==> config.mk <==
export PLATFORM = sky130hd
export DESIGN_NAME = mem_addr_queue
export DESIGN_NICKNAME = d
export VERILOG_FILES = /design/src/rtl/mem_addr_queue.sv
export SDC_FILE = /design/constraint.sdc
export NUM_CORES = 2
export LEC_CHECK = 0
export BUFFER_PORTS_ARGS = -buffer_cell sky130_fd_sc_hd__buf_2
export CORE_ASPECT_RATIO = 1.2
export CORE_MARGIN = 5
export CORE_UTILIZATION = 45
export CTS_CLUSTER_DIAMETER = 80
export DETAILED_ROUTE_END_ITERATION = 8
export HOLD_SLACK_MARGIN = 0.15
export SLEW_MARGIN = 20
export SYNTH_ARGS = -nofsm -noshare
export SYNTH_HDL_FRONTEND = slang
export SYNTH_SLANG_ARGS = --single-unit
==> constraint.sdc <==
create_clock -name clk -period 44.1 [get_ports clk]
set_clock_uncertainty 0.2 [all_clocks]
set_input_delay 13.23 -clock clk [delete_from_list [all_inputs] [get_ports clk]]
set_output_delay 13.23 -clock clk [all_outputs]
set_load 0.02 [all_outputs]
==> src/rtl/mem_addr_queue.sv <==
// mem_addr_queue: in-order memory-op queue that issues ready ops to the AGU and drains addresses in program order
module mem_addr_queue #(
  parameter int DEPTH = 8,
  parameter int XLEN  = 32,
  parameter int TAG_W = 6
) (
  input  logic                     clk,
  input  logic                     rst,
  input  logic                     flush,
  input  logic                     alloc_valid,
  output logic                     alloc_ready,
  input  logic [TAG_W-1:0]         alloc_tag,
  input  logic                     alloc_is_store,
  input  logic                     alloc_a_rdy,
  input  logic [TAG_W-1:0]         alloc_a_tag,
  input  logic [XLEN-1:0]          alloc_a_data,
  input  logic [XLEN-1:0]          alloc_imm,
  input  logic                     cdb_valid,
  input  logic [TAG_W-1:0]         cdb_tag,
  input  logic [XLEN-1:0]          cdb_data,
  output logic                     agu_valid,
  output logic [TAG_W-1:0]         agu_tag,
  output logic [XLEN-1:0]          agu_a,
  output logic [XLEN-1:0]          agu_b,
  input  logic                     agu_res_valid,
  input  logic [TAG_W-1:0]         agu_res_tag,
  input  logic [XLEN-1:0]          agu_res_addr,
  output logic                     mem_valid,
  input  logic                     mem_ready,
  output logic [TAG_W-1:0]         mem_tag,
  output logic                     mem_is_store,
  output logic [XLEN-1:0]          mem_addr,
  output logic [$clog2(DEPTH):0]   count
);
  localparam int AW = $clog2(DEPTH);
  localparam int CW = AW + 1;
  logic [DEPTH-1:0] r_valid, r_st, r_ardy, r_iss, r_done;
  logic [TAG_W-1:0] r_tag [DEPTH];
  logic [TAG_W-1:0] r_atag [DEPTH];
  logic [XLEN-1:0]  r_a [DEPTH];
  logic [XLEN-1:0]  r_imm [DEPTH];
  logic [XLEN-1:0]  r_addr [DEPTH];
  logic [AW-1:0]    r_head, r_tail, w_sel, w_idx;
  logic [CW-1:0]    r_count;
  logic             w_found, w_alloc, w_drain, w_alloc_wake;

  assign alloc_ready  = r_count != CW'(DEPTH);
  assign w_alloc      = alloc_valid && alloc_ready;
  assign w_drain      = mem_valid && mem_ready;
  assign w_alloc_wake = !alloc_a_rdy && cdb_valid && (cdb_tag == alloc_a_tag);
  assign agu_valid    = w_found;
  assign agu_tag      = w_found ? r_tag[w_sel] : '0;
  assign agu_a        = w_found ? r_a[w_sel] : '0;
  assign agu_b        = w_found ? r_imm[w_sel] : '0;
  assign mem_valid    = r_valid[r_head] && r_done[r_head];
  assign mem_tag      = mem_valid ? r_tag[r_head] : '0;
  assign mem_is_store = mem_valid && r_st[r_head];
  assign mem_addr     = mem_valid ? r_addr[r_head] : '0;
  assign count        = r_count;

  // Oldest-first issue select: scan youngest to oldest so the oldest eligible entry wins
  always_comb begin
    w_found = 1'b0;
    w_sel   = r_head;
    w_idx   = '0;
    for (int i = DEPTH - 1; i >= 0; i--) begin
      w_idx = r_head + AW'(i);
      if (r_valid[w_idx] && r_ardy[w_idx] && !r_iss[w_idx]) begin
        w_found = 1'b1;
        w_sel   = w_idx;
      end
    end
  end

  // Entry state, pointers and occupancy; flush overrides every same-cycle update
  always_ff @(posedge clk or posedge rst) begin
    if (rst) begin
      r_valid <= '0;
      r_st    <= '0;
      r_ardy  <= '0;
      r_iss   <= '0;
      r_done  <= '0;
      r_head  <= '0;
      r_tail  <= '0;
      r_count <= '0;
      for (int i = 0; i < DEPTH; i++) begin
        r_tag[i]  <= '0;
        r_atag[i] <= '0;
        r_a[i]    <= '0;
        r_imm[i]  <= '0;
        r_addr[i] <= '0;
      end
    end else if (flush) begin
      r_valid <= '0;
      r_head  <= '0;
      r_tail  <= '0;
      r_count <= '0;
    end else begin
      for (int i = 0; i < DEPTH; i++) begin
        if (r_valid[i] && !r_ardy[i] && cdb_valid && r_atag[i] == cdb_tag) begin
          r_ardy[i] <= 1'b1;
          r_a[i]    <= cdb_data;
        end
        if (w_found && w_sel == AW'(i)) r_iss[i] <= 1'b1;
        if (agu_res_valid && r_valid[i] && r_iss[i] && r_tag[i] == agu_res_tag) begin
          r_done[i] <= 1'b1;
          r_addr[i] <= agu_res_addr;
        end
        if (w_drain && r_head == AW'(i)) r_valid[i] <= 1'b0;
        if (w_alloc && r_tail == AW'(i)) begin
          r_valid[i] <= 1'b1;
          r_st[i]    <= alloc_is_store;
          r_tag[i]   <= alloc_tag;
          r_ardy[i]  <= alloc_a_rdy || w_alloc_wake;
          r_atag[i]  <= alloc_a_tag;
          r_a[i]     <= alloc_a_rdy ? alloc_a_data : cdb_data;
          r_imm[i]   <= alloc_imm;
          r_iss[i]   <= 1'b0;
          r_done[i]  <= 1'b0;
          r_addr[i]  <= '0;
        end
      end
      if (w_alloc) r_tail <= r_tail + 1'b1;
      if (w_drain) r_head <= r_head + 1'b1;
      r_count <= r_count + CW'(w_alloc) - CW'(w_drain);
    end
  end
endmodule
==> results.sh <==
export IMPL_outcome="completed"
export IMPL_cap_viol_max_count=0
export IMPL_worst_ep_required_time_ps=30670
export IMPL_fp_dieW_um=323
export IMPL_rsz0062_at_grt="false"
export IMPL_p_sw_share_pct=36.3
export IMPL_pin_count=277
export IMPL_htreeDepth=3
export IMPL_yosysUniqueCellTypes=79
export IMPL_routed_wl_um=186000
export IMPL_root_buffer="clkbuf_16"
export IMPL_powerDensity_nw_per_um2=52.5
export IMPL_first_iter_violations=5106
export IMPL_maxSlewViolCount=0
export IMPL_cts_path_max_buffers=3
export IMPL_cts_tree="done"
export IMPL_dp_hpwl_um=99200
export IMPL_seq_area_um2=22900
export IMPL_max_slew_margin_pct=21.4
export IMPL_hold_start="r_done[5]$_DFFE_PP0P_"
export IMPL_crit_type="register to primary output"
export IMPL_synth_area_leaders="dfrtp_1 (43%), a221oi_1 (8.8%), a22o_1 (8.1%), mux2_2 (6.8%), o21ai_0 (4.8%)"
export IMPL_hold_depth=1
export IMPL_final_min_clock_period_ps=21220
export IMPL_netlist_area_um2=53000
export IMPL_antenna_found_initial=47
export IMPL_synth_top_area_share_pct=43.2
export IMPL_p_int_mw=1.94
export IMPL_dp_cells=6624
export IMPL_vias=46600
export IMPL_drc_errors=0
export IMPL_hold_path_endpoint="r_done[5]$_DFFE_PP0P_"
export IMPL_hold_buffers=0
export IMPL_first_pass_iters=7
export IMPL_power_net_switching_mw=1.11
export IMPL_rows=138
export IMPL_ctsResizeCount=0
export IMPL_worst_r2r_cell_count=12
export IMPL_die_y_um=386
export IMPL_final_area_um2=58100
export IMPL_utilization_pct=49.5
export IMPL_ys_async_sr_fraction_pct=100
export IMPL_gr_total_overflow=0
export IMPL_grt_pass1_vias=44500
export IMPL_finalSetupViolCount=0
export IMPL_num_nets_final=5372
export IMPL_dieArea_um2=125000
export IMPL_multiInputGateArea_um2=27600
export IMPL_post_cts_buffers=0
export IMPL_crit_fanout=160
export IMPL_globalplace_congestion=0.897
export IMPL_dpl_cell_area_um2=54600
export IMPL_cts_clk_slew_worst_paths_ps=60
export IMPL_rr_endpoint="r_iss[3]$_DFFE_PP0P_"
export IMPL_combPwrFrac_pct=29.4
export IMPL_min_period_over_period_pct=48.1
export IMPL_ir_worst_vdd_v=0.0000321
export IMPL_grt_use_total_pct=28.7
export IMPL_syn_area_per_cell_um2=9.85
export IMPL_tightest_slew_ps=1180
export IMPL_syn_inst=5378
export IMPL_ys_seq_area_share_pct=43.2
export IMPL_ys_warn_count=0
export IMPL_n_fill_cell=10900
export IMPL_synth_edf_count=0
export IMPL_grt_max_degree=265
export IMPL_fin_hold_ws_ps=272
export IMPL_ys_ff_latch=914
export IMPL_cp_start_kind="register"
export IMPL_hold_viol=0
export IMPL_ys_top_cells_by_count="dfrtp_1 (914), a221oi_1 (534), o21ai_0 (513)"
export IMPL_setup_tns_ps=0
export IMPL_ant_nets=0
export IMPL_synth_ff_type="dfrtp_1"
export IMPL_initial_core_util_pct=45.1
export IMPL_drive_gt1_share_pct=18.4
export IMPL_clk_latency_ps=730
export IMPL_seq_power_share_pct=42.4
export IMPL_fin_cells=6834
export IMPL_synth_largest_area_cell="dfrtp_1"
export IMPL_avgViaCountPerCell=6.81
export IMPL_wire_per_inst_um=27.2
export IMPL_rr_startpoint="r_head[0]$_DFFE_PP0P_"
export IMPL_power_leakage_nw=24.7
export IMPL_synth_most_common_cell="dfrtp_1"
export IMPL_grt_pass1_wl_um=280000
export IMPL_syn_num_nets=5558
export IMPL_clock_fmax_ghz=0.0471
export IMPL_syn_to_final_growth_pct=9.75
export IMPL_port_buffers=276
export IMPL_reg2reg_slack_ps=37300
export IMPL_power_share_clock_pct=28.1
export IMPL_min_path_type="register to register"
export IMPL_core_area_um2=117000
export IMPL_cp_arrival_ps=7790
export IMPL_cts_sinks=914
export IMPL_end_kind="primary output"
export IMPL_cts_buffers=100
worst max-delay path, cell delays in order (launching register included):
cell and delay [ps]:
dfrtp_4 970, buf_4 720, ha_1 300, ha_1 320, mux4_2 540, nor2_1 190
nor2_1 180, nor2_4 120, buf_4 620, buf_4 590, buf_12 480, buf_16 510
a221oi_1 170, o21ai_0 230, a221oi_1 70, o32ai_1 560, buf_2 270
metal layers:
| layer | up-vias | GRT usage (%) | routed length, um |
|---|---|---|---|
| met2 | 2047 | 45.7 | 86600 |
| met4 | 28 | 11.2 | 6420 |
| met3 | 405 | 6.18 | 15900 |
| li1 | 20500 | - | - |
| met1 | 23600 | 38.4 | 76400 |
| met5 | - | 0 | 200 |
worst max-delay path by stage:
stage	start	endpoint	slack, ps
3_5_place_dp	r_head[0]$_DFFE_PP0P_	agu_a[3]	23000
6_report	r_head[0]$_DFFE_PP0P_	agu_b[24]	22880
2_1_floorplan	rst	count[0]$_DFF_PP0_	4970
4_1_cts	r_head[0]$_DFFE_PP0P_	agu_a[3]	22250
3_3_place_gp	r_head[0]$_DFFE_PP0P_	agu_a[3]	23180
5_1_grt	r_head[0]$_DFFE_PP0P_	agu_a[3]	22470
cell usage in the layout, fill, tap and decap left out, types with 19 or more instances in the layout:
| cell type | Yosys | routed |
|---|---|---|
| nor4_1 | 24 | 24 |
| and3_1 | 24 | 24 |
| a222oi_1 | 25 | 25 |
| mux2_2 | 321 | 321 |
| buf_2 | 63 | 276 |
| xor2_1 | 42 | 42 |
| o21ai_0 | 513 | 513 |
| mux4_2 | 51 | 51 |
| a221o_1 | 50 | 50 |
| nor2_4 | 0 | 19 |
| a22o_1 | 489 | 489 |
| o22ai_1 | 176 | 176 |
| xnor2_1 | 66 | 66 |
| buf_4 | 17 | 74 |
| dfrtp_1 | 914 | 911 |
| clkbuf_16 | 0 | 101 |
| clkinv_2 | 0 | 22 |
| nand4_1 | 19 | 19 |
| inv_1 | 24 | 22 |
| mux2i_1 | 131 | 131 |
| clkbuf_8 | 0 | 21 |
| a22oi_1 | 44 | 44 |
| nand2_1 | 467 | 461 |
| diode_2 | 0 | 24 |
| a21oi_1 | 308 | 308 |
| a221oi_1 | 534 | 534 |
| nor2_1 | 300 | 280 |
registers in the layout (all words and copies together) (netlist names):
name	cells
r_done	8
r_head	3
r_a	256
r_addr	256
r_valid	8
r_iss	8
count	4
r_tag	48
r_st	8
r_atag	48
r_tail	3
r_ardy	8
r_imm	256
final cells by class:
class                           instances  area share (%)
Sequential cell                       914            39.4
Inverter                               27           0.200
Antenna cell                           24           0.103
Clock buffer                          140            4.96
Timing Repair Buffer                  364            3.82
Clock inverter                         40           0.700
Tap cell                             1540            3.31
Multi-Input combinational cell       3785            47.5
per-stage QoR:
step / power (mW) / setup WS (ps)
4_1_cts: 3.05 / 22250
3_5_place_dp: 2.18 / 23000
6_report: 3.05 / 22880
5_1_grt: 3.21 / 22470
3_3_place_gp: 2.15 / 23180
2_1_floorplan: 1.92 / 4970
power by group through the flow:
stage               clock, mW  sequential (mW)  combinational, mW
global placement            0             1.28              0.867
CTS                     0.875             1.28              0.887
detailed placement          0             1.30              0.885
finish                  0.859             1.30              0.897
global route            0.908             1.32              0.982
floorplan                   0             1.24              0.682
cell families after synthesis:
group / after synthesis / share of synthesized area, %
buf+inv: 679 / 5.38
fa+ha+maj: 19 / 0.463
simple gates: 934 / 7.57
compound gates: 2211 / 29.9
xor+xnor: 109 / 1.82
flops: 914 / 43.2
mux: 512 / 11.7
Note: power is estimated with default switching activity, not from simulation.
